==> config.mk <==
export PLATFORM = sky130hd
export DESIGN_NAME = microwave_timer_ctrl
export DESIGN_NICKNAME = d
export VERILOG_FILES = /design/src/rtl/microwave_pkg.sv /design/src/rtl/microwave_timer_ctrl_digit.sv /design/src/rtl/microwave_timer_ctrl.sv
export SDC_FILE = /design/constraint.sdc
export NUM_CORES = 1
export LEC_CHECK = 0
export BUFFER_PORTS_ARGS = -buffer_cell sky130_fd_sc_hd__buf_2
export CAP_MARGIN = 20
export CORE_MARGIN = 5
export CORE_UTILIZATION = 35
export CTS_BUF_LIST = sky130_fd_sc_hd__clkbuf_4 sky130_fd_sc_hd__clkbuf_8
export DETAILED_ROUTE_END_ITERATION = 16
export PLACE_DENSITY_LB_ADDON = 0.15
export SYNTH_ARGS = -nofsm -noshare
export SYNTH_HDL_FRONTEND = slang
export SYNTH_SLANG_ARGS = --single-unit
export TNS_END_PERCENT = 10
==> constraint.sdc <==
create_clock -name clk -period 2.6 [get_ports clk]
set_input_delay 0.13 -clock clk [delete_from_list [all_inputs] [get_ports clk]]
set_output_delay 0.13 -clock clk [all_outputs]
set_load 0.02 [all_outputs]
==> src/rtl/microwave_pkg.sv <==
// Shared constants and state encoding for the microwave cooking-time controller.
package microwave_pkg;
    localparam int BCD_W = 4;

    localparam logic [1:0] ST_IDLE  = 2'd0;
    localparam logic [1:0] ST_COOK  = 2'd1;
    localparam logic [1:0] ST_PAUSE = 2'd2;
    localparam logic [1:0] ST_DONE  = 2'd3;

    localparam logic [BCD_W-1:0] SEC_TENS_MAX = 4'd5;
    localparam logic [BCD_W-1:0] DIGIT_MAX    = 4'd9;

    typedef enum logic [1:0] {
        IDLE  = ST_IDLE,
        COOK  = ST_COOK,
        PAUSE = ST_PAUSE,
        DONE  = ST_DONE
    } state_t;
endpackage

==> src/rtl/microwave_timer_ctrl_digit.sv <==
// One BCD display digit that counts down with wrap to MAX and a borrow to the next digit.
module bcd_down_digit
    import microwave_pkg::*;
#(
    parameter logic [BCD_W-1:0] MAX = DIGIT_MAX
) (
    input  logic             clk,
    input  logic             reset,
    input  logic             load,
    input  logic [BCD_W-1:0] load_val,
    input  logic             dec,
    output logic             borrow_out,
    output logic [BCD_W-1:0] digit
);
    // Borrow is combinational so the whole MM:SS chain ripples on one edge.
    assign borrow_out = dec && (digit == '0);

    always_ff @(posedge clk) begin
        if (reset)
            digit <= '0;
        else if (load)
            digit <= load_val;
        else if (dec)
            digit <= (digit == '0) ? MAX : digit - 1'b1;
    end
endmodule

==> src/rtl/microwave_timer_ctrl.sv <==
// Microwave cooking timer: keypad entry into MM:SS BCD, 1 s countdown, door interlock.
// Optional DONE beep is built when the DONE_BEEP_EN macro is defined.
module microwave_timer_ctrl
    import microwave_pkg::*;
#(
    parameter int TICK_DIV   = 10,
    parameter int BEEP_TICKS = 3
) (
    input  logic             clk,
    input  logic             reset,
    input  logic             key_valid,
    input  logic [BCD_W-1:0] key_digit,
    input  logic             start,
    input  logic             stop,
    input  logic             door_open,
    output logic [BCD_W-1:0] min_tens,
    output logic [BCD_W-1:0] min_ones,
    output logic [BCD_W-1:0] sec_tens,
    output logic [BCD_W-1:0] sec_ones,
    output logic             magnetron,
    output logic             done,
    output logic [1:0]       state_o,
    output logic             beep
);
    localparam int CTR_W = $clog2(TICK_DIV);
    localparam logic [CTR_W-1:0] TICK_LAST = CTR_W'(TICK_DIV - 1);

    state_t state, state_nxt;
    logic [CTR_W-1:0] tick_ctr, tick_ctr_nxt;
    logic tick, cook_tick, load, is_zero, is_one, key_ok;
    // Index 3 = minute tens ... index 0 = second ones.
    logic [3:0][BCD_W-1:0] dig, load_val;
    logic [3:0] dec, borrow;
    logic borrow_unused;

    assign dec = {borrow[2:0], cook_tick};
    assign borrow_unused = borrow[3];

    for (genvar i = 0; i < 4; i++) begin : g_dig
        bcd_down_digit #(.MAX(i == 1 ? SEC_TENS_MAX : DIGIT_MAX)) u_dig (
            .clk        (clk),
            .reset      (reset),
            .load       (load),
            .load_val   (load_val[i]),
            .dec        (dec[i]),
            .borrow_out (borrow[i]),
            .digit      (dig[i])
        );
    end

    assign tick    = (tick_ctr == TICK_LAST);
    assign is_zero = (dig == 16'h0000);
    assign is_one  = (dig == 16'h0001);
    // A digit shifted into sec_tens must stay a legal 0-5.
    assign key_ok  = key_valid && (key_digit <= DIGIT_MAX) && (dig[0] <= SEC_TENS_MAX);

    always_comb begin
        state_nxt    = state;
        tick_ctr_nxt = tick_ctr;
        load         = 1'b0;
        load_val     = dig;
        cook_tick    = 1'b0;
        case (state)
            IDLE: begin
                tick_ctr_nxt = '0;
                if (stop) begin
                    load     = 1'b1;
                    load_val = '0;
                end else if (start) begin
                    if (!is_zero && !door_open)
                        state_nxt = COOK;
                end else if (key_ok) begin
                    load     = 1'b1;
                    load_val = {dig[2:0], key_digit};
                end
            end
            COOK: begin
                if (stop || door_open) begin
                    state_nxt = PAUSE;
                end else if (tick) begin
                    tick_ctr_nxt = '0;
                    cook_tick    = 1'b1;
                    if (is_one)
                        state_nxt = DONE;
                end else begin
                    tick_ctr_nxt = tick_ctr + 1'b1;
                end
            end
            PAUSE: begin
                if (stop) begin
                    state_nxt    = IDLE;
                    tick_ctr_nxt = '0;
                    load         = 1'b1;
                    load_val     = '0;
                end else if (start && !door_open) begin
                    state_nxt = COOK;
                end
            end
            DONE: begin
`ifdef DONE_BEEP_EN
                tick_ctr_nxt = tick ? '0 : tick_ctr + 1'b1;
`else
                tick_ctr_nxt = '0;
`endif
                if (stop || start || key_valid) begin
                    state_nxt    = IDLE;
                    tick_ctr_nxt = '0;
                end
            end
            default: state_nxt = IDLE;
        endcase
    end

    always_ff @(posedge clk) begin
        if (reset) begin
            state    <= IDLE;
            tick_ctr <= '0;
        end else begin
            state    <= state_nxt;
            tick_ctr <= tick_ctr_nxt;
        end
    end

`ifdef DONE_BEEP_EN
    localparam int BEEP_W = $clog2(BEEP_TICKS + 1);
    logic [BEEP_W-1:0] beep_cnt;

    always_ff @(posedge clk) begin
        if (reset)
            beep_cnt <= '0;
        else if (state != DONE && state_nxt == DONE)
            beep_cnt <= BEEP_W'(BEEP_TICKS);
        else if (state == DONE && tick && beep_cnt != '0)
            beep_cnt <= beep_cnt - 1'b1;
    end

    assign beep = (state == DONE) && (beep_cnt != '0);
`else
    localparam int beep_ticks_unused = BEEP_TICKS;
    assign beep = 1'b0;
`endif

    assign min_tens  = dig[3];
    assign min_ones  = dig[2];
    assign sec_tens  = dig[1];
    assign sec_ones  = dig[0];
    assign magnetron = (state == COOK) && !door_open;
    assign done      = (state == DONE);
    assign state_o   = state;
endmodule

# [After elaboration in Yosys (flattened, before gate mapping)]
# Index checks and enable logic that the tools add are counted.
[totals] reg_bits=22 inputBits=10 out_inout_bits=21 word_cells=100
[classes] add_sub_neg=5 magnitude_cmp=2 eq_ne=18 mux=39 n_reduce_logical=30
[ops] cell="two-way mux 16 bit" count=4
[ops] cell="two-way mux 4 bit" count=15
[ops] cell="case mux 16 bit (2 select lines)" count=1
[ops] cell="AND reduction 5 bit" count=4
[ops] cell="two-way mux 2 bit" count=9
[ops] cell="== test 16 x 1 -> 1 bit (second input constant)" count=1
[ops] cell="zero test 16 bit" count=1
[ops] cell="zero test 4 bit" count=4
[ops] cell="subtractor 4 x 1 -> 4 bit (second input constant)" count=4
[ops] cell="inequality test 3 bit (second input constant)" count=5
[ops] cell="case mux 4 bit (3 select lines)" count=1
[ops] cell="inequality test 2 bit (second input constant)" count=5
[ops] cell="logical AND 1 bit" count=8
[ops] cell="inequality test 4 bit (second input constant)" count=2
[ops] cell="case mux 2 bit (4 select lines)" count=1
[ops] cell="nonzero test 2 bit" count=4
[ops] cell="two-way mux 1 bit" count=7
[ops] cell="AND reduction 7 bit" count=1
[ops] cell="adder 4 x 1 -> 4 bit (second input constant)" count=1
[ops] cell="== test 2 bit (second input constant)" count=2
[ops] cell="== test 4 bit (second input constant)" count=1
[ops] cell="<= comparator 4 x 3 -> 1 bit (second input constant)" count=1
[ops] cell="<= comparator 4 bit (second input constant)" count=1
[ops] cell="logical OR 1 bit" count=3
[ops] cell="other kinds (7)" count=8

# [Logic depth before layout (Yosys ltp)]
[logic_depth] depth_word=9 ltp_mapped=8 ltp_nobuf=7

# [By module]
# From an unflattened synthesis, not the netlist that was laid out.
[hier_totals] hier_cells=191 hier_area_um2=1606.5
[by_module_without_submodules] module="microwave_timer_ctrl" n_inst=1 cells_per_inst=96 area_per_inst_um2=738.2 seq_area_each_um2=120.1
[by_module_without_submodules] module="bcd_down_digit (g_dig[0].u_dig ...)" n_inst=3 cells_per_inst=24 area_per_inst_um2=221.5 seq_area_each_um2=80.1
[by_module_without_submodules] module="bcd_down_digit (g_dig[1].u_dig)" n_inst=1 cells_per_inst=23 area_per_inst_um2=203.9 seq_area_each_um2=80.1

# [Worst setup path after synthesis]
# Ideal clock, no wire load.
[synth_path] path_type="flip-flop to flip-flop" startpoint="register g_dig[0].u_dig.digit[2]" endpoint="register g_dig[3].u_dig.digit[3]" setup_ps=124 arrival_time_ps=2112 required_time_ps=2476 path_slack_ps=364 stages_incl_launch_ff=8 path_buffers=2 period_less_slack_ps=2236 cell_sequence="dfxtp_1 -> buf_6 -> or4_4 -> or3_1 -> buf_2 -> nor3_1 -> a211o_1 -> a21oi_1"
[synth_between] elab_chain_cells=8 word_cells_on_any_way=17 cone_classes="1 x order compare; 4 x eq/ne; 5 x mux; 7 x reduce/logical"
[synth_rtl] item="from (decl)" line_no="microwave_timer_ctrl_digit.sv:13" source="output logic [BCD_W-1:0] digit"
[synth_rtl] item="from (signal assigned)" line_no="microwave_timer_ctrl_digit.sv:22" source="digit <= load_val;"
[synth_rtl] item="from (signal assigned)" line_no="microwave_timer_ctrl_digit.sv:24" source="digit <= (digit == '0) ? MAX : digit - 1'b1;"
[synth_rtl] item="<= comparator 4 x 3 -> 1 bit" line_no="microwave_timer_ctrl.sv:55" source="assign key_ok = key_valid && (key_digit <= DIGIT_MAX) && (dig[0] <= SEC_TENS_MAX);"
[synth_rtl] item="logical AND 1 bit" line_no="microwave_timer_ctrl.sv:55"
[synth_rtl] item="two-way mux 1 bit" line_no="microwave_timer_ctrl.sv:72" source="end else if (key_ok) begin"
[synth_rtl] item="two-way mux 1 bit" line_no="microwave_timer_ctrl.sv:69" source="end else if (start) begin"
[synth_rtl] item="two-way mux 1 bit" line_no="microwave_timer_ctrl.sv:66" source="if (stop) begin"
[synth_rtl] item="case mux 1 bit (2 select lines)" line_no="microwave_timer_ctrl.sv:63" source="case (state)"
[synth_rtl] item="inequality test 4 bit (no source line) (tied with other cells)"
[synth_rtl] item="AND reduction 5 bit (no source line)"
[synth_rtl] item="to (signal assigned)" line_no="microwave_timer_ctrl_digit.sv:22"
[synth_rtl] item="to (signal assigned)" line_no="microwave_timer_ctrl_digit.sv:24"
[synth_rtl] item="to (decl)" line_no="microwave_timer_ctrl_digit.sv:13"
# Parallel ways exist; a longest one is shown, timed or not.
# A chain may end at the register's enable or synchronous reset.

# [Worst setup path after layout]
[layout_path] startpoint="register state[1] (netlist: state_o[1])" endpoint="register g_dig[1].u_dig.digit[2]"
[layout_between] elab_chain_cells=5 word_cells_on_any_way=14 cone_classes="6 x eq/ne; 4 x mux; 4 x reduce/logical"
[layout_rtl] item="from (decl)" line_no="microwave_timer_ctrl.sv:28" source="state_t state, state_nxt;"
[layout_rtl] item="from (signal assigned)" line_no="microwave_timer_ctrl.sv:119" source="state <= state_nxt;"
[layout_rtl] item="parallel branches: the longest is 5 deep, another holds AND reduction 5 bit"
[layout_rtl] item="to (signal assigned)" line_no="microwave_timer_ctrl_digit.sv:22"
[layout_rtl] item="to (signal assigned)" line_no="microwave_timer_ctrl_digit.sv:24"
[layout_rtl] item="to (decl)" line_no="microwave_timer_ctrl_digit.sv:13"
# Several ways; the timed one is not identified.

==> metrics.cfg <==
[routing]
viasPerCell = 5.640
drc = 0
drtAntennaViolNets = 0
drt_iter0_markers = 54
drt_wl_total_um = 3905
dr.pass1.iters = 4
vias = 1506
wl_per_cell_um = 14.63

[power_and_ir_drop]
peakVddDrop_mv = 0.2968
pwr-share-clk = 0.285
power_density_nw_per_um2 = 662.6
comb_power_share = 0.349
p_leak_nw = 0.7281
internal_power_uw = 739.2
p_total_mw = 1.147
power_switching_uw = 407.4
pwr-share-seq = 0.366
switching_share = 0.3553

[finish]
seq_area_um2 = 440.4
antenna_cells = 0
final_nets = 230
syn_to_final_growth_pct = 18.71
drive_above_1_share = 0.2304
fillers = 426
utilization = 0.4295
multi_input_area_um2 = 928.4
fin_cells = 267

[place]
port_buffers = 29
placed_cells = 263
place_hpwl_um = 2853
gp_congestion = 0.7994

[timing]
setup_tns_ns = 0
setup_viol = 0
final.setup_skew_ns = 0.001720
slew_viol_final = 0
tightest_slew_ns = 0.7371
finalCriticalPeriod_ns = 2.306
hold_viol = 0
fmax_mhz = 433.7
rsz0062_at_grt = no
slew_headroom = 0.5053
finalCritPeriodShare = 0.8867

[logic_synthesis]
synthArstFlopShare = 0
synth_seq_cells = 22
synth_nets = 201
ys_seq_area_frac = 0.3021
avgSynthCellArea_um2 = 7.712
yosysWarnings = 0
synthesis.area_um2 = 1458
synth_flop_cell = dfxtp_1
synth.distinct_cells = 48
synthCells = 189
synth_edf_count = 0

[flow_run]
maxCapViolations = 0

[hold_path]
hold_class = primary input to flip-flop

[cts]
clk_latency_ns = 0.26
cts_resized = 0
cts.sinks = 22
cts-root-buf = clkbuf_8
ctsHoldBuffers = 0
cts_buffer_depth = 2
clk_pin_slew_ns = 0.09
cts_setup_buffers = 0
cts_tree = done
htreeDepth = 1
cts_buffers = 3

[setup_path]
slowest_delay_ns = 0.64
slowest_stage = or4b_1
cp-end-kind = flip-flop
arrival_ns = 2.51
crit_fanout = 12
critPathKind = flip-flop to flip-flop
cp.required_ns = 2.80
crit_path_start_kind = flip-flop
cp_cell_sequence = or4b_1 > or3_1 > or3_4 > a31o_1 > a21oi_1

[grt]
track_usage = 0.1454
grt_pass1_vias = 1451
antenna_found_initial = 0
grt_max_degree = 18
grt_remaining_overflow = 0
grt_first_pass_wirelength_um = 6423

[floorplan]
core_um2 = 4029
start_util = 0.3618
die_width_um = 74.54
die_h_um = 74.54
io_pins = 31
rows = 23
dieArea_um2 = 5555

[outcome]
status = complete, no violations

==> worst max-delay path: cells and delay by family, from the launching register on <==
kind | cells | cell delay (ns)
flops | 1 | 0.42
compound gates | 2 | 0.33
simple gates | 3 | 1.49
==> sequential cells by signal, summed over array words and instances (netlist names) <==
register           flops
state_o                2
tick_ctr               4
g_dig.u_dig.digit     16
==> worst paths after layout <==
| path | startpoint | slack (ns) | end | depth (start not counted) |
|---|---|---|---|---|
| setup reg to reg | state_o[1] | 0.29 | g_dig[1].u_dig.digit[2] | 5 |
| setup / recovery | state_o[1] | 0.29 | g_dig[1].u_dig.digit[2] | 5 |
| hold reg to reg | tick_ctr[1] | 0.50 | tick_ctr[1] | 2 |
| hold / removal | key_digit[0] | 0.12 | g_dig[0].u_dig.digit[0] | 3 |
==> cell type report <==
cell class	instances	share of cell area
Clock buffer	3	0.02386
Inverter	6	0.01302
Multi-Input combinational cell	148	0.5365
Sequential cell	22	0.2545
Clock inverter	1	0.01735
Timing Repair Buffer	37	0.1186
Tap cell	50	0.03615
==> layout by cell type, fill, tap and decap left out, drive strengths merged, types with 4 or more instances in the layout <==
| cell type | Yosys | layout |
|---|---|---|
| nor3 | 15 | 15 |
| nor2 | 21 | 21 |
| xor2 | 4 | 4 |
| o21ai | 13 | 13 |
| inv | 6 | 6 |
| o31ai | 6 | 6 |
| buf | 6 | 37 |
| nand3 | 4 | 4 |
| a22oi | 8 | 8 |
| dfxtp | 22 | 22 |
| or3 | 4 | 4 |
| a211oi | 5 | 5 |
| nand2 | 9 | 9 |
| nand2b | 4 | 4 |
| a21oi | 16 | 16 |
==> metrics by stage <==
step	worst slack, ns	hold slack, ns	instance area (um2)
after global routing	0.1914	0.1355	1730
after CTS	0.2993	0.1154	1730
after detailed placement	0.3294	0.3982	1659
final	0.2945	0.1200	1730
after floorplan	0.3643	0.2926	1458
after global placement	0.3945	0.3962	1659
==> cell families (layout without fill, tap and decap cells) <==
logic type / Yosys count / after routing / share of synthesized area
AOI/OAI and AO/OA: 65 / 65 / 0.3056
xor gates and xnor gates: 5 / 5 / 0.03004
adders and majority gates: 2 / 2 / 0.01716
buffers and inverters: 19 / 47 / 0.06094
DFF: 22 / 22 / 0.3021
other: 1 / 1 / 0.002573
and+or+nand+nor: 75 / 75 / 0.2815
==> layer usage <==
layer  wire [um]  global-route usage  vias to the layer above
met1        1906              0.1900                      712
li1            -                   -                      754
met3         155             0.02568                        4
met4          37             0.06126                        0
met5           0                   0                        -
met2        1805              0.2351                       36
==> synth_stat cells (all sizes together), types with 2 or more instances <==
cell     count  share of area
a22oi        8          0.041
and2         2         0.0086
or4          3          0.018
xor2         4          0.024
nand2b       4          0.017
a31o         3          0.018
nor2        21          0.054
ha           2          0.017
nor4         2          0.013
nand3b       2          0.010
nand3        4          0.014
nor3        15          0.052
dfxtp       22           0.30
inv          6          0.015
o31ai        6          0.031
a2bb2oi      2          0.012
a21o         3          0.015
o21a         3          0.015
clkbuf       7          0.018
a21oi       16          0.055
nor2b        3          0.013
or3          4          0.021
or4b         3          0.023
buf          6          0.027
a211oi       5          0.026
nand2        9          0.023
o21ai       13          0.045
==> power groups by stage <==
stage	Combinational (mW)	Sequential (mW)	Clock, mW
after floorplan	0.266	0.453	0
after global placement	0.394	0.425	0
after detailed placement	0.398	0.427	0
after CTS	0.402	0.419	0.338
after global routing	0.443	0.426	0.348
final	0.400	0.419	0.327
(Power assumes the default switching activity.)
